File: config.mk
export PLATFORM = sky130hd
export DESIGN_NAME = io_button_reader_flat
export DESIGN_NICKNAME = d
export VERILOG_FILES = /design/src/rtl/io_button_pkg.sv /design/src/rtl/io_button_if.sv /design/src/rtl/io_button_reader_channel.sv /design/src/rtl/io_button_reader.sv /design/src/flat_wrapper.sv
export SDC_FILE = /design/constraint.sdc
export NUM_CORES = 1
export LEC_CHECK = 0
export BUFFER_PORTS_ARGS = -buffer_cell sky130_fd_sc_hd__buf_2
export CORE_ASPECT_RATIO = 0.9
export CORE_MARGIN = 2
export CORE_UTILIZATION = 56
export DETAILED_ROUTE_END_ITERATION = 7
export GPL_ROUTABILITY_DRIVEN = 0
export PLACE_DENSITY = 0.77
export SLEW_MARGIN = 20
export SYNTH_ARGS = -nofsm -noshare
export SYNTH_HDL_FRONTEND = slang
export SYNTH_SLANG_ARGS = --single-unit
export TNS_END_PERCENT = 1
File: constraint.sdc
create_clock -name clk -period 2.1 [get_ports clk]
set_clock_uncertainty 0.1 [all_clocks]
set_input_delay 0.105 -clock clk [delete_from_list [all_inputs] [get_ports clk]]
set_output_delay 0.105 -clock clk [all_outputs]
set_load 0.02 [all_outputs]
File: src/rtl/io_button_pkg.sv
// Shared definitions for the button reader: repeat FSM encoding and counter sizing helpers.
package io_button_pkg;

    typedef enum logic [1:0] {
        IDLE   = 2'd0,
        HELD   = 2'd1,
        REPEAT = 2'd2
    } rep_state_e;

    // Bits needed to hold values 0..max_count.
    function automatic int cnt_width(input int max_count);
        return (max_count < 1) ? 1 : $clog2(max_count + 1);
    endfunction

    function automatic int max_of(input int a, input int b);
        return (a > b) ? a : b;
    endfunction

endpackage

File: src/rtl/io_button_if.sv
// Button pin inputs and conditioned per-button event outputs, one bit per channel.
interface io_button_if #(
    parameter int NUM_BTN = 5
);
    logic [NUM_BTN-1:0] io_button;
    logic [NUM_BTN-1:0] btn_level;
    logic [NUM_BTN-1:0] btn_press;
    logic [NUM_BTN-1:0] btn_release;
    logic [NUM_BTN-1:0] btn_repeat;
    logic [NUM_BTN-1:0] btn_event;

    modport master (
        input  io_button,
        output btn_level, btn_press, btn_release, btn_repeat, btn_event
    );

    modport slave (
        output io_button,
        input  btn_level, btn_press, btn_release, btn_repeat, btn_event
    );
endinterface

File: src/rtl/io_button_reader_channel.sv
// One button: 2-flop sync, counter debouncer, press/release pulses and hold-to-repeat FSM.
// Input is already active-high; the top handles pin polarity.
//
//   state  | meaning
//   IDLE   | button released, no repeat timing
//   HELD   | pressed, waiting out the initial hold delay
//   REPEAT | pressed past hold delay, pulsing every repeat period
module button_channel
    import io_button_pkg::*;
#(
    parameter int DEBOUNCE_CYCLES = 1000000,
    parameter int HOLD_CYCLES     = 50000000,
    parameter int REPEAT_CYCLES   = 10000000
) (
    input  logic clk,
    input  logic btn_reset,
    input  logic btn_i,
    output logic level_o,
    output logic press_o,
    output logic release_o,
    output logic repeat_o,
    output logic event_o
);

    localparam int DB_W = cnt_width(DEBOUNCE_CYCLES);
    localparam int RP_W = cnt_width(max_of(HOLD_CYCLES, REPEAT_CYCLES));
    localparam logic [DB_W-1:0] DB_LAST   = DB_W'(DEBOUNCE_CYCLES - 1);
    localparam logic [RP_W-1:0] HOLD_LAST = RP_W'(HOLD_CYCLES - 1);
    localparam logic [RP_W-1:0] REP_LAST  = RP_W'(REPEAT_CYCLES - 1);

    logic            s1_q, s2_q;
    logic            level_q, level_d;
    logic [DB_W-1:0] db_cnt_q, db_cnt_d;
    logic            accept, rise, fall;

    rep_state_e      state_q, state_d;
    logic [RP_W-1:0] rep_cnt_q, rep_cnt_d;
    logic            rep_fire;

    logic press_q, press_d;
    logic release_q, release_d;
    logic repeat_q, repeat_d;
    logic event_q, event_d;

    always_ff @(posedge clk) begin
        if (btn_reset) begin
            s1_q     <= 1'b0;
            s2_q     <= 1'b0;
            level_q  <= 1'b0;
            db_cnt_q <= '0;
        end else begin
            s1_q     <= btn_i;
            s2_q     <= s1_q;
            level_q  <= level_d;
            db_cnt_q <= db_cnt_d;
        end
    end

    // Counter clears whenever the synced input agrees with the accepted level.
    always_comb begin
        db_cnt_d = '0;
        level_d  = level_q;
        accept   = 1'b0;
        if (s2_q != level_q) begin
            if (db_cnt_q == DB_LAST) begin
                level_d = s2_q;
                accept  = 1'b1;
            end else begin
                db_cnt_d = db_cnt_q + DB_W'(1);
            end
        end
    end

    assign rise = accept & s2_q;
    assign fall = accept & ~s2_q;

    always_ff @(posedge clk) begin
        if (btn_reset) begin
            state_q   <= IDLE;
            rep_cnt_q <= '0;
        end else begin
            state_q   <= state_d;
            rep_cnt_q <= rep_cnt_d;
        end
    end

    // A release wins over a terminal count in the same cycle.
    always_comb begin
        state_d   = state_q;
        rep_cnt_d = rep_cnt_q;
        rep_fire  = 1'b0;
        case (state_q)
            IDLE: begin
                rep_cnt_d = '0;
                if (rise) state_d = HELD;
            end
            HELD: begin
                if (fall) begin
                    state_d   = IDLE;
                    rep_cnt_d = '0;
                end else if (rep_cnt_q == HOLD_LAST) begin
                    state_d   = REPEAT;
                    rep_cnt_d = '0;
                    rep_fire  = 1'b1;
                end else begin
                    rep_cnt_d = rep_cnt_q + RP_W'(1);
                end
            end
            REPEAT: begin
                if (fall) begin
                    state_d   = IDLE;
                    rep_cnt_d = '0;
                end else if (rep_cnt_q == REP_LAST) begin
                    rep_cnt_d = '0;
                    rep_fire  = 1'b1;
                end else begin
                    rep_cnt_d = rep_cnt_q + RP_W'(1);
                end
            end
            default: begin
                state_d   = IDLE;
                rep_cnt_d = '0;
            end
        endcase
    end

    always_comb begin
        press_d   = rise;
        release_d = fall;
        repeat_d  = rep_fire;
        event_d   = rise | rep_fire;
    end

    always_ff @(posedge clk) begin
        if (btn_reset) begin
            press_q   <= 1'b0;
            release_q <= 1'b0;
            repeat_q  <= 1'b0;
            event_q   <= 1'b0;
        end else begin
            press_q   <= press_d;
            release_q <= release_d;
            repeat_q  <= repeat_d;
            event_q   <= event_d;
        end
    end

    assign level_o   = level_q;
    assign press_o   = press_q;
    assign release_o = release_q;
    assign repeat_o  = repeat_q;
    assign event_o   = event_q;

endmodule

File: src/rtl/io_button_reader.sv
// Io-board button front end: applies pin polarity and runs one independent channel per button.
module io_button_reader #(
    parameter int NUM_BTN         = 5,
    parameter int DEBOUNCE_CYCLES = 1000000,
    parameter int HOLD_CYCLES     = 50000000,
    parameter int REPEAT_CYCLES   = 10000000,
    parameter int BTN_ACTIVE_HIGH = 1
) (
    input  logic        clk,
    input  logic        btn_reset,
    io_button_if.master bus
);

    logic [NUM_BTN-1:0] pin_act;
    logic [NUM_BTN-1:0] level_w, press_w, release_w, repeat_w, event_w;

    assign pin_act = (BTN_ACTIVE_HIGH != 0) ? bus.io_button : ~bus.io_button;

    for (genvar g = 0; g < NUM_BTN; g++) begin : g_chan
        button_channel #(
            .DEBOUNCE_CYCLES(DEBOUNCE_CYCLES),
            .HOLD_CYCLES    (HOLD_CYCLES),
            .REPEAT_CYCLES  (REPEAT_CYCLES)
        ) u_chan (
            .clk      (clk),
            .btn_reset(btn_reset),
            .btn_i    (pin_act[g]),
            .level_o  (level_w[g]),
            .press_o  (press_w[g]),
            .release_o(release_w[g]),
            .repeat_o (repeat_w[g]),
            .event_o  (event_w[g])
        );
    end

    assign bus.btn_level   = level_w;
    assign bus.btn_press   = press_w;
    assign bus.btn_release = release_w;
    assign bus.btn_repeat  = repeat_w;
    assign bus.btn_event   = event_w;

endmodule

File: src/flat_wrapper.sv
// flat-port wrapper written by rule: the top's interface ports become plain ports
module io_button_reader_flat 
#(
    parameter int NUM_BTN         = 5,
    parameter int DEBOUNCE_CYCLES = 1000000,
    parameter int HOLD_CYCLES     = 50000000,
    parameter int REPEAT_CYCLES   = 10000000,
    parameter int BTN_ACTIVE_HIGH = 1
)
  (clk, btn_reset, bus_io_button, bus_btn_level, bus_btn_press, bus_btn_release, bus_btn_repeat, bus_btn_event);
  io_button_if #(.NUM_BTN(NUM_BTN)) bus_i ();
  input  logic clk;
  input  logic btn_reset;
  input wire logic [$bits(bus_i.io_button)-1:0] bus_io_button;
  output wire logic [$bits(bus_i.btn_level)-1:0] bus_btn_level;
  output wire logic [$bits(bus_i.btn_press)-1:0] bus_btn_press;
  output wire logic [$bits(bus_i.btn_release)-1:0] bus_btn_release;
  output wire logic [$bits(bus_i.btn_repeat)-1:0] bus_btn_repeat;
  output wire logic [$bits(bus_i.btn_event)-1:0] bus_btn_event;
  assign bus_i.io_button = bus_io_button;
  assign bus_btn_level = bus_i.btn_level;
  assign bus_btn_press = bus_i.btn_press;
  assign bus_btn_release = bus_i.btn_release;
  assign bus_btn_repeat = bus_i.btn_repeat;
  assign bus_btn_event = bus_i.btn_event;
  io_button_reader #(.NUM_BTN(NUM_BTN), .DEBOUNCE_CYCLES(DEBOUNCE_CYCLES), .HOLD_CYCLES(HOLD_CYCLES), .REPEAT_CYCLES(REPEAT_CYCLES), .BTN_ACTIVE_HIGH(BTN_ACTIVE_HIGH)) u_core (.clk(clk), .btn_reset(btn_reset), .bus(bus_i));
endmodule
# After elaboration in Yosys (flattened, before gate mapping)
# Index checks and enable logic that the tools add are counted.
[totals] register_bits=275 latch_bits=0 mem_bits_rw=0 mem_bits_ro=0 input_bits=7 out_inout_bits=25 word_cells=235 memories=0
[classes] n_addsub=10 mul=0 div_mod_pow=0 magnitude_cmp=0 n_eq_ne=45 shifts=0 n_mux=85 bitwise=25 n_reduce_logical=20
[op_table] op="$mux 26" n=20
[op_table] op="$pmux 26 s2" n=5
[op_table] op="$add 26x1->26 const B" n=5
[op_table] op="$eq 26x24->1 const B" n=5
[op_table] op="$eq 26x26->1 const B" n=5
[op_table] op="$add 20x1->20 const B" n=5
[op_table] op="$eq 20x20->1 const B" n=5
[op_table] op="$mux 2" n=20
[op_table] op="$mux 1" n=30
[op_table] op="$pmux 2 s3" n=5
[op_table] op="$ne 2x2->1 const B" n=10
[op_table] op="$ne 3x3->1 const B" n=5
[op_table] op="$reduce_and 3->1" n=5
[op_table] op="$reduce_or 3->1" n=5
[op_table] op="$and 1x1->1" n=10
[op_table] op="$eq 2x1->1 const B" n=5
[op_table] op="$eq 2x2->1 const B" n=5
[op_table] op="$logic_not 2->1" n=5
[op_table] op="$not 1->1" n=10
[op_table] op="$pmux 1 s2" n=5
[op_table] op="$reduce_and 2->1" n=5
[op_table] op="$ne 1x1->1" n=5
[op_table] op="$or 1x1->1" n=5

# Logic depth before layout (Yosys ltp)
[logic_depth] ltp_word=7 ltp_mapped=8 ltp_nobuf=7

# Cells and area by module
# From an unflattened synthesis, not the netlist that was laid out.
[unflattened] hier_cells=1402 area_unflattened_um2=12543.3
[by_module_without_submodules] mod="button_channel (u_core.g_chan[0].u_chan ...)" n_inst=4 cells_each=279 area_each_um2=2501.1 seq_area_each_um2=1101.1
[by_module_without_submodules] mod="button_channel (u_core.g_chan[4].u_chan)" n_inst=1 cells_each=286 area_each_um2=2538.7 seq_area_each_um2=1101.1

# Least setup slack after synthesis
# OpenSTA, ideal clock, no wires.
[synth_path] kind="register -> register" start="reg u_core.g_chan[4].u_chan.rep_cnt_q[0]" end="reg u_core.g_chan[4].u_chan.rep_cnt_q[17]" setup_time_ps=117 arrival_time_ps=1966 t_required_ps=1883 slack_ps=-84 stages_incl_launch_ff=8 n_path_buf=1 synth_period_minus_slack_ps=2184 path_cell_list="dfxtp_1 -> ha_1 -> nor4bb_1 -> nand4_1 -> o41a_1 -> o21ai_2 -> buf_2 -> nor2_1"
[synth_between] elab_chain_len=4 word_cells_on_any_way=8 cone_classes="add/sub (1); eq/ne (2); mux (5)"
[synth_rtl] item="start: declaration" line_no="io_button_reader_channel.sv:37" text="logic [RP_W-1:0] rep_cnt_q, rep_cnt_d;"
[synth_rtl] item="start signal: assignment" line_no="io_button_reader_channel.sv:83" text="rep_cnt_q <= rep_cnt_d;"
[synth_rtl] item="$add 26x1->26, or another cell as far along" line_no="io_button_reader_channel.sv:106, io_button_reader_channel.sv:117"
[synth_rtl] item="$mux 26 (on tied branches)" line_no="io_button_reader_channel.sv:113, io_button_reader_channel.sv:101"
[synth_rtl] item="$mux 26 (on tied branches)" line_no="io_button_reader_channel.sv:110, io_button_reader_channel.sv:98"
[synth_rtl] item="$pmux 26 s2 *" line_no="io_button_reader_channel.sv:92" text="case (state_q)"
# Mark *: on every way between the ends. The rest lies on a longest branch, timed or not.
# A chain may end at the register's enable or synchronous reset.

# Worst setup path after layout
[layout_path] start="reg u_core.g_chan[0].u_chan.db_cnt_q[1]" end="reg u_core.g_chan[0].u_chan.state_q[1]"
[layout_between] elab_chain_len=6 word_cells_on_any_way=11 cone_classes="eq/ne (4); mux (4); bitwise (2); reduce/logical (1)"
[layout_rtl] item="start: declaration" line_no="io_button_reader_channel.sv:33" text="logic [DB_W-1:0] db_cnt_q, db_cnt_d;"
[layout_rtl] item="start signal: assignment" line_no="io_button_reader_channel.sv:55" text="db_cnt_q <= db_cnt_d;"
[layout_rtl] item="$eq 20x20->1 *" line_no="io_button_reader_channel.sv:65" text="if (db_cnt_q == DB_LAST) begin"
[layout_rtl] item="$mux 1 *" line_no="io_button_reader_channel.sv:65"
[layout_rtl] item="$mux 1 *" line_no="io_button_reader_channel.sv:64" text="if (s2_q != level_q) begin"
[layout_rtl] item="$and 1x1->1 (on tied branches)" line_no="io_button_reader_channel.sv:75, io_button_reader_channel.sv:74"
[layout_rtl] item="$ne 3x3->1 (no source line), or another cell as far along"
[layout_rtl] item="$reduce_and 3->1 (no source line) / $pmux 2 s3 (equally long branches)"
[layout_rtl] item="end signal: assignment" line_no="io_button_reader_channel.sv:82" text="state_q <= state_d;"
[layout_rtl] item="end: declaration" line_no="io_button_reader_channel.sv:36" text="rep_state_e state_q, state_d;"
# Marked as above.

==> run summary <==
Max-Cap Viols = 0
CTS buffer count = 29
Worst Max-Slew Pin Slew = 561 ps
Critical Path End Type = flop
Area Overhead vs Synth = 17.2%
Vias/cell = 5.43
CP max stage delay = 590 ps
leakage = 4.99 nW
final slew viol count = 0
share of post-route cells with drive strength above 1 = 14.3%
Sw Share = 19.8%
Total Wirelength = 25.1 mm
kind of critical path = flop to flop
CP Launch Type = flop
port bufs = 31
Post-synth top flop = dfxtp_1
Simple-Gate Fraction of Synth Area = 30.5%
commonest non-fill, non-tap cell in the layout = nor2_1
fin crit share = 97.7%
mux cell area share after synthesis = 0.237%
maximum clock rate = 0.487 GHz
hold crit path type = input pin to flop
outcome = finished clean
critical path required time = 2480 ps
largest family of logic cells by synthesized area = simple AND/OR/NAND/NOR gates
pin count of the biggest net entering global routing = 27
clock power share = 50.2%
Int Power = 8.59 mW
worst setup margin = 48.6 ps
WL/cell = 13.5 um
net load switching power = 2.13 mW
Worst Path Arrival = 2430 ps
Crit Path Max Fanout = 5
Final Hold Slack = 239 ps
part of the power in combinational logic = 0.9%
vias in the first global route = 9657
adder-cell share of the synthesized area = 2.46%
Iter 0 DRT Violations = 605
length in cells of the worst reg-to-reg path = 7
post-synth cell types = 83
Power Density = 720 nW/um^2
kind of cell adding the most delay to the critical path = simple AND/OR/NAND/NOR gates
first-pass GRT wire length = 43.6 mm
Peak VDD IR = 0.000570 V
commonest cells after routing, fill and taps aside = 292 x nor2_1, 267 x dfxtp_1, 109 x xor2_1
Final ANT Viol Nets = 0
Die Area = 23900 sq um
CP max-delay cell = or4_4
overall die height = 147 um
Ant. Diodes = 0
Final Hold Viols = 0
CTS H-tree lvls = 1
core area = 22400 sq um
minimum clock period = 2050 ps
TritonCTS clock tree = done
first-pass iteration count of the detailed router = 4
clk slew on worst S/H paths = 60 ps
total power = 10.7 mW
Levels on crit path = 7
Layout Cells excl Fill = 1868
CP Buf/Inv Count = 1
sequential share of power = 48.9%
post-synth net total = 1479
FFs w/ async S/R, synth = 0%
Root Buffer = clkbuf_16
crit-path cells = ha_4 -> nand3_4 -> or4_4 -> nor3_4 -> buf_4 -> o221a_2 -> o221a_1
vias = 10100
post-DP HPWL = 17.0 mm
Avg Inst Size Synth = 8.77 sq um
Hold Path Stages = 3
Fillers = 1770
post-place setup slack = -87.4 ps
Horiz. Die Dim = 163 um
IO Pins = 32
Finished Cell Area = 14900 sq um
Max transition margin = 62.3%
Max Buffers Root-to-Sink = 3
area post-placement = 13600 sq um
fin nets = 1581
setup TNS = 0 ps
register area share after synthesis = 43.4%
Inst Count DP = 1807
RSZ-0062 raised after global routing = true
Synth Area in Compound Gates = 4.52%
Sink Count = 275
drt drc = 0
final core occ = 66.5%
total global routing overflow = 0
Final setup violation count = 0
initial antenna violation count = 1
Yosys Warn Count = 0
initial core utilization = 56.7%
Syn Std Cell Area = 12700 sq um
synthesized instance count = 1447
Worst-Skew Late Latency = 540 ps
FF+latch count, synth = 275
Post-Synth XOR/XNOR Area = 14.3%
Post-synth EDFFs = 0
GRT Overall Usage = 21.1%
row cnt = 52
## power by group through the flow
stage	sequential, mW	clock, mW	combinational [mW]
4_1_cts	5.24	5.49	0.0969
3_3_place_gp	5.35	0	0.0835
5_1_grt	5.23	5.73	0.106
3_5_place_dp	5.35	0	0.0855
6_report	5.24	5.38	0.0972
2_1_floorplan	5.35	0	0.0517
## layout make-up
| class | count | area, sq um | area share (%) |
|---|---|---|---|
| Tap cell | 297 | 372 | 2.50 |
| Timing Repair Buffer | 131 | 1030 | 6.90 |
| Multi-Input combinational cell | 1064 | 6770 | 45.5 |
| Clock buffer | 39 | 813 | 5.47 |
| Sequential cell | 275 | 5520 | 37.1 |
| Clock inverter | 14 | 204 | 1.37 |
| Inverter | 48 | 180 | 1.21 |
## metal layers
layer | routed length [um] | GRT usage (%) | vias up
met4 | 532 | 5.49 | 2
met5 | 13 | 0 | -
li1 | - | - | 5161
met2 | 11400 | 35.1 | 153
met1 | 12300 | 28.7 | 4776
met3 | 896 | 3.33 | 42
## final timing paths
kind	startpoint	end	slack, ps
max	u_core.g_chan[0].u_chan.db_cnt_q[1]	u_core.g_chan[0].u_chan.state_q[1]	50
max reg2reg	u_core.g_chan[0].u_chan.db_cnt_q[1]	u_core.g_chan[0].u_chan.state_q[1]	50
min	bus_io_button[4]	u_core.g_chan[4].u_chan.s1_q	240
min reg2reg	u_core.g_chan[4].u_chan.db_cnt_q[0]	u_core.g_chan[4].u_chan.db_cnt_q[0]	340
## kinds of logic (layout without fill, tap and decap cells)
group           after synthesis  after routing
simple gates                751            751
xor+xnor                    207            207
compound gates               78             78
fa+ha+maj                    25             25
mux                           3              3
flops                       275            275
buf+inv                     108            232
## flip-flops by register name, indices dropped and copies added, names as in the netlist
register / cells
u_core.g_chan.u_chan.s1_q: 5
u_core.g_chan.u_chan.repeat_o: 5
u_core.g_chan.u_chan.state_q: 10
u_core.g_chan.u_chan.s2_q: 5
u_core.g_chan.u_chan.release_o: 5
u_core.g_chan.u_chan.event_o: 5
u_core.g_chan.u_chan.level_o: 5
u_core.g_chan.u_chan.db_cnt_q: 100
u_core.g_chan.u_chan.rep_cnt_q: 130
u_core.g_chan.u_chan.press_o: 5
## cells in the mapped netlist, drive strengths merged (5+ instances only)
cell type | number | area share (%)
nor2 | 292 | 8.6
dfxtp | 275 | 43
xor2 | 109 | 7.5
xnor2 | 98 | 6.8
nand3 | 90 | 3.5
nand2 | 88 | 2.6
nand4 | 49 | 2.4
inv | 47 | 1.4
buf | 46 | 2.8
nor3 | 44 | 1.8
nor4 | 42 | 2.6
and3 | 34 | 1.7
ha | 25 | 2.5
and4 | 19 | 1.3
clkbuf | 14 | 0.41
a21oi | 13 | 0.51
nand2b | 13 | 0.64
nor2b | 13 | 0.64
o21ai | 13 | 0.54
and2 | 10 | 0.50
nor4bb | 9 | 0.71
a31oi | 7 | 0.34
or4 | 7 | 0.45
nand4bb | 6 | 0.53
a211o | 5 | 0.34
nor4b | 5 | 0.34
or2 | 5 | 0.25
or4b | 5 | 0.42
## worst register-to-register path: stages, from the launching register on
cell and delay (ps):
dfxtp_2 350, ha_4 160, nand3_4 60, or4_4 590
nor3_4 230, buf_4 170, o221a_2 180, o221a_1 160
## what timing repair did
| action | in CTS | in global routing |
|---|---|---|
| endpoints found under the setup margin | 3 | 146 |
| endpoints found under the hold margin | 9 | 0 |
| gates resized for setup | 6 | 35 |
| pin swaps | 1 | 8 |
| buffers inserted | 0 | 0 |
| hold buffers | 8 | 0 |
(Power assumes the default switching activity.)
